===== src/rtl/alu_mul_seq.sv =====
// Sequential unsigned WIDTHxWIDTH shift-add multiplier that borrows the shared ALU adder.
// Optional early termination when the remaining multiplier bits are zero: define MUL_EARLY_TERM_EN.
module alu_mul_seq #(
    parameter int         WIDTH    = 32,
    parameter int         CNT_W    = 6,
    parameter logic [3:0] ADD_CTRL = 4'b0010
) (
    input  logic                 clk_i,
    input  logic                 rst_i,
    input  logic                 start_i,
    input  logic [WIDTH-1:0]     mcand_i,
    input  logic [WIDTH-1:0]     mplier_i,
    output logic [WIDTH-1:0]     alu_src1_o,
    output logic [WIDTH-1:0]     alu_src2_o,
    output logic [3:0]           alu_ctrl_o,
    output logic [2:0]           alu_bonus_o,
    input  logic [WIDTH-1:0]     alu_result_i,
    input  logic                 alu_cout_i,
    output logic                 busy_o,
    output logic                 done_o,
    output logic [2*WIDTH-1:0]   product_o
);

    typedef enum logic [1:0] {IDLE, CALC, DONE} state_t;

    state_t             state;
    logic [WIDTH-1:0]   hi, lo, mcand;
    logic [CNT_W-1:0]   cnt;

    logic               c;
    logic [WIDTH-1:0]   s, hi_nxt, lo_nxt;
    logic [2*WIDTH-1:0] prod_nxt;
    logic               finish;

    // The ALU only sees our operands while we own the mux; otherwise it is fed zeros.
    assign alu_src1_o  = (state == CALC) ? hi       : '0;
    assign alu_src2_o  = (state == CALC) ? mcand    : '0;
    assign alu_ctrl_o  = (state == CALC) ? ADD_CTRL : 4'd0;
    assign alu_bonus_o = 3'd0;

    // The ALU sum (with its carry as bit WIDTH) is consumed in the same cycle it is driven.
    always_comb begin
        if (lo[0]) {c, s} = {alu_cout_i, alu_result_i};
        else       {c, s} = {1'b0, hi};
        hi_nxt = {c, s[WIDTH-1:1]};
        lo_nxt = {s[0], lo[WIDTH-1:1]};
    end

`ifdef MUL_EARLY_TERM_EN
    logic [CNT_W-1:0] rem;
    logic [WIDTH-1:0] rem_mask;
    logic             early;

    // Once the unconsumed multiplier bits are all zero, the remaining iterations are pure
    // shifts, so align the partial product directly.
    assign rem      = CNT_W'(WIDTH-1) - cnt;
    assign rem_mask = (WIDTH'(1) << rem) - WIDTH'(1);
    assign early    = (rem != '0) && ((lo_nxt & rem_mask) == '0);
    assign prod_nxt = {hi_nxt, lo_nxt} >> rem;
    assign finish   = (cnt == CNT_W'(WIDTH-1)) || early;
`else
    assign prod_nxt = {hi_nxt, lo_nxt};
    assign finish   = (cnt == CNT_W'(WIDTH-1));
`endif

    always_ff @(posedge clk_i or posedge rst_i) begin
        if (rst_i) begin
            state     <= IDLE;
            hi        <= '0;
            lo        <= '0;
            mcand     <= '0;
            cnt       <= '0;
            product_o <= '0;
            busy_o    <= 1'b0;
            done_o    <= 1'b0;
        end else begin
            case (state)
                IDLE: begin
                    if (start_i) begin
                        mcand  <= mcand_i;
                        lo     <= mplier_i;
                        hi     <= '0;
                        cnt    <= '0;
                        busy_o <= 1'b1;
                        state  <= CALC;
                    end
                end
                CALC: begin
                    hi  <= hi_nxt;
                    lo  <= lo_nxt;
                    cnt <= cnt + CNT_W'(1);
                    if (finish) begin
                        product_o <= prod_nxt;
                        done_o    <= 1'b1;
                        state     <= DONE;
                    end
                end
                DONE: begin
                    done_o <= 1'b0;
                    busy_o <= 1'b0;
                    state  <= IDLE;
                end
                default: state <= IDLE;
            endcase
        end
    end

endmodule


===== config.mk =====
export PLATFORM = sky130hd
export DESIGN_NAME = alu_mul_seq
export DESIGN_NICKNAME = d
export VERILOG_FILES = /design/src/rtl/alu_mul_seq.sv
export SDC_FILE = /design/constraint.sdc
export NUM_CORES = 1
export LEC_CHECK = 0
export ABC_AREA = 1
export CAP_MARGIN = 20
export CORE_ASPECT_RATIO = 0.6
export CORE_MARGIN = 5
export CORE_UTILIZATION = 47
export DETAILED_ROUTE_END_ITERATION = 10
export PLACE_DENSITY_LB_ADDON = 0.12
export SLEW_MARGIN = 10
export SYNTH_ARGS = -nofsm -noshare
export SYNTH_HDL_FRONTEND = slang
export SYNTH_SLANG_ARGS = --single-unit

===== constraint.sdc =====
create_clock -name clk_i -period 6.9 [get_ports clk_i]
set_clock_uncertainty 0.1 [all_clocks]
set_input_delay 1.035 -clock clk_i [delete_from_list [all_inputs] [get_ports clk_i]]
set_output_delay 1.035 -clock clk_i [all_outputs]
set_load 0.01 [all_outputs]

; ---- Yosys cells after proc, flatten, opt, wreduce, memory -nomap -nowiden
; Index checks and enable logic that the tools add are counted.
[word_totals]
reg_bits = 170
latch_bits = 0
ram_bits = 0
romBits = 0
in_bits = 100
output_inout_bits = 137
word_cells = 42
mem_count = 0
[op_classes]
n_addsub = 1
n_mul = 0
div_mod_pow = 0
order_cmp = 0
eq_ne = 5
n_shift = 0
mux = 18
n_bitwise = 0
reduce_logical = 10
[ops]
columns = op, n
row1 = 32-bit two-way mux, 5
row2 = 32-bit case mux with 2 select lines, 2
row3 = 6-bit case mux with 2 select lines, 1
row4 = 2-bit AND reduction, 6
row5 = "6-bit by 1-bit adder with 6-bit output, second input constant", 1
row6 = "6-bit by 5-bit equality test with 1-bit output, second input constant", 1
row7 = 2-bit two-way mux, 3
row8 = 6-bit two-way mux, 1
row9 = 2-bit nonzero test, 3
row10 = "2-bit != test, second input constant", 2
row11 = 1-bit case mux with 2 select lines, 2
row12 = 2-bit case mux with 2 select lines, 1
row13 = 1-bit two-way mux, 3
row14 = "2-bit by 1-bit equality test with 1-bit output, second input constant", 1
row15 = "2-bit equality test, second input constant", 1
row16 = 2-bit logical NOT, 1

; ---- Longest topological paths before layout
[depth]
ltp_word = 3
ltp_mapped = 8
ltp_nobuf = 7

; ---- Worst setup path before layout
; No wires, ideal clock.
[synth_timing]
path_kind = reg2out
from = reg state[1]
to = out alu_src2_o[11]
arrival_ps = 1077
required_ps = 5765
path_slack_ps = 4688
stages_incl_launch_ff = 6
path_buffers = 2
cell_sequence = dfrtp_1 nor2_2 inv_2 buf_2 buf_2 nor2_1
[synth_between]
elab_chain_len = 2
[synth_lines]
columns = element, line
row1 = from (decl), 26  ; state_t state;
row2 = from (signal assigned), 68  ; state <= IDLE;
row3 = from (signal assigned), 85  ; state <= CALC;
row4 = from (signal assigned), 95  ; state <= DONE;
row5 = 2-bit by 1-bit equality test with 1-bit output, 37  ; assign alu_src2_o = (state == CALC) ? mcand : '0;
row6 = 32-bit two-way mux, 37
row7 = to (decl), 14  ; output logic [WIDTH-1:0] alu_src2_o,
; Every way passes these cells.

; ---- Worst setup path after layout
[layout_timing]
from = reg state[1]
to = out alu_src1_o[6]
[layout_between]
elab_chain_len = 2
[layout_lines]
columns = element, line
row1 = 2-bit by 1-bit equality test with 1-bit output, 36  ; assign alu_src1_o = (state == CALC) ? hi : '0;
row2 = 32-bit two-way mux, 36
row3 = to (decl), 13  ; output logic [WIDTH-1:0] alu_src1_o,
; Every way passes these cells.

==> key figures <==
STA
  – Top achievable clock speed: 229.9 MHz
  – Setup tns final: 0 ps
  – Transition time of the tightest slew-check pin: 1007 ps
  – RSZ-0062 raised after global routing: no
  – Setup violators final: 0
  – Final period demand of the worst path: 4349 ps
  – Worst-case headroom to the max-slew limit: 32.88%
  – Final period util: 63.03%
  – Final hold violations: 0
  – Slew Viols, Final: 0

Clock network
  – Source-to-sink clock delay at the later pin of the worst-skew pair: 410 ps
  – Clock transition at path regs: 70 ps
  – Cells resized by post-CTS repair: 0
  – Clock tree from TritonCTS: built
  – Clock root buffer: clkbuf_16
  – Number of buffers added to fix hold violations after cts: 0
  – Max H-tree Level: 4
  – Clock Tree Buf Depth: 2
  – Number of buffers added by the clock tree synthesis step: 17
  – Post-CTS Setup Repair Bufs: 0
  – Num Clock Sinks: 170

Synth
  – Cell Area, Synth: 7570 sq um
  – Post-synth EDFFs: 0
  – Most frequent cells after synthesis: 309 x nand2_1, 170 x dfrtp_1, 130 x nand3_1
  – Flip-flop and latch count after synthesis: 170
  – Synthesized area per cell: 8.140 sq um
  – Share of the yosys chip area belonging to registers: 56.20%
  – Area share of the largest cell type after synthesis: 56.20%
  – Share of async-settable or async-resettable flops after synthesis: 100.0%
  – Library cell with the highest instance count after synthesis: nand2_1
  – Cell variety after synth: 20
  – Cells taking the most area after synthesis: dfrtp_1 56%, nand2_1 15%, nand3_1 8.6%, o21ai_0 6.0%, inv_1 3.6%
  – Mapped Cells: 930
  – Synth warnings: 0
  – Biggest area consumer among synthesized cells: dfrtp_1
  – Most used DFF post-synth: dfrtp_1

Detailed routing
  – Number of remaining DRC errors: 0
  – Final routed wire length divided by cell count: 15.18 microns
  – Number of design-rule violations left by the first detailed-router iteration: 505
  – Number of detailed-route iterations in the first pass: 5
  – Via-per-instance ratio: 4.960
  – Detailed-route via count: 6656
  – Number of antenna-violating nets in the routed design: 0
  – Wire length after detailed routing: 20380 microns

Placement
  – Final weighted congestion of routability-driven global placement: 0.8137
  – Dpl hpwl: 13700 microns
  – Number of cells in the design after placement: 1309
  – Post-detailed-placement cell area: 9864 sq um
  – Count of input and output buffers: 230

Global routing
  – First-pass GRT wire length: 33350 microns
  – Maximum number of pins on one net before global-route repair: 90
  – Vias in the first global route: 6334
  – Antenna violations before repair: 0
  – GRT Residual Overflow: 0
  – Total Routing Usage GR: 21.78%

Cells and area
  – Antenna fix cells: 0
  – Number of nets in the layout: 1227
  – Layout cells sized above 1: 4.390%
  – P&R area growth vs syn: 38.00%
  – Post-Route Utilization: 67.01%
  – Final Cell Area: 10450 sq um
  – Non-Filler Instances: 1342

Die
  – Number of placement rows: 35
  – Die X-Extent: 173.8 microns
  – Die area: 18830 sq um
  – Initial cell density of the core: 48.56%
  – Num ports: 237
  – Die H: 108.3 microns
  – Standard cell core area: 15590 sq um

Power
  – Total design power: 4.805 mW
  – Worst IR drop on VDD: 0.2241 mV
  – Power per cell area: 460.0 nW/um^2
  – Leakage: 4.864 nW

Outcome
  – Run status: completed

Setup path
  – Critical path data arrival time: 3210 ps
  – Sort of element at the end of the critical path: primary output
  – Kind of critical path: reg2out
  – Startpoint class of the critical path: flip-flop
  – Slowest-stage cell, CP: clkinv_2
  – Longest individual stage delay on the worst path: 730 ps
  – Required time of the critical path: 5760 ps
  – Buffers & Inverters on Critical Path: 3
  – Top Family by Delay on Critical Path: buffers and inverters
  – Crit-path cells: nor2_4, clkinv_2, buf_4, nor2_1, clkdlybuf4s50_1
  – Crit path max fanout: 61

Min path
  – Class of the worst hold path: reg2reg

Run
  – Max-cap check violation count: 0
## worst register-to-register path, cell delays in order (launching register included)
cell and delay, ps:
dfrtp_1 410, nor2_4 320, clkinv_2 730, nand2_1 860, buf_8 260, inv_1 100
nand2_1 60, nand2_1 50
## cell families (layout without fill, tap and decap cells)
kind of cell               after synthesis  count (layout)  synth area share [%]
DFF                                    170             170                 56.20
AOI/OAI and AO/OA                      103             103                 6.876
buffers and inverters                  145             349                 9.074
and+or+nand+nor                        510             510                 27.64
other                                    1               6               0.04954
adders and majority gates                1               1                0.1653
## stage by stage
step	worst slack (ps)	hold WS, ps
2_1_floorplan	1162	367.2
3_3_place_gp	3047	353.6
3_5_place_dp	2976	357.8
4_1_cts	2523	373.1
5_1_grt	2341	383.3
6_report	2551	370.7
## sequential cells by signal, indices dropped and copies added, names as in the netlist
signal and count:
product_o 64, hi 32, lo 32, mcand 32
cnt 6, state 2, busy_o 1, done_o 1
## path summary, 6_finish.rpt
check                        startpoint            end  slack, ps  depth (start not counted)
setup / recovery               state[1]  alu_src1_o[6]       2550                          5
hold / removal             product_o[7]   product_o[7]        370                          2
setup reg to reg               state[1]         cnt[4]       3880                          7
hold reg to reg            product_o[7]   product_o[7]        370                          2
max in group asynchronous         rst_i   product_o[7]       4350                          4
min in group asynchronous         rst_i      mcand[11]       1020                          2
## layout by cell type (no fill, tap or decap), types with 3 or more instances in the layout
cell type,n
nand2_1,308
clkdlybuf4s50_1,230
dfrtp_1,169
nand3_1,130
o21ai_0,90
inv_1,72
nor2_1,66
clkbuf_16,17
o21ai_1,10
buf_4,7
conb_1,6
clkinv_4,5
inv_6,4
inv_2,3
## where the power goes
part,total (mW),switching (mW),internal (mW)
registers,1.73,0.272,1.46
logic,2.18,1.14,1.05
clock network,0.891,0.409,0.482
total,4.81,1.82,2.99
## final cells by class
type	instances	area, sq um
multi-input cells	620	2663
clock buffers	20	446.7
flip-flops and latches	170	4255
inverters	77	295.3
well taps	203	254.0
fillers	1316	5144
repair buffers	240	2425
clock inverters	12	107.6
## per-layer routing
layer	up-vias	track usage (%)	wire length, microns
met1	3092	31.63	9697
met4	0	4.856	159
met2	240	33.04	8852
li1	3309	-	-
met5	-	0	0
met3	15	5.800	1667
(Power assumes the default switching activity.)
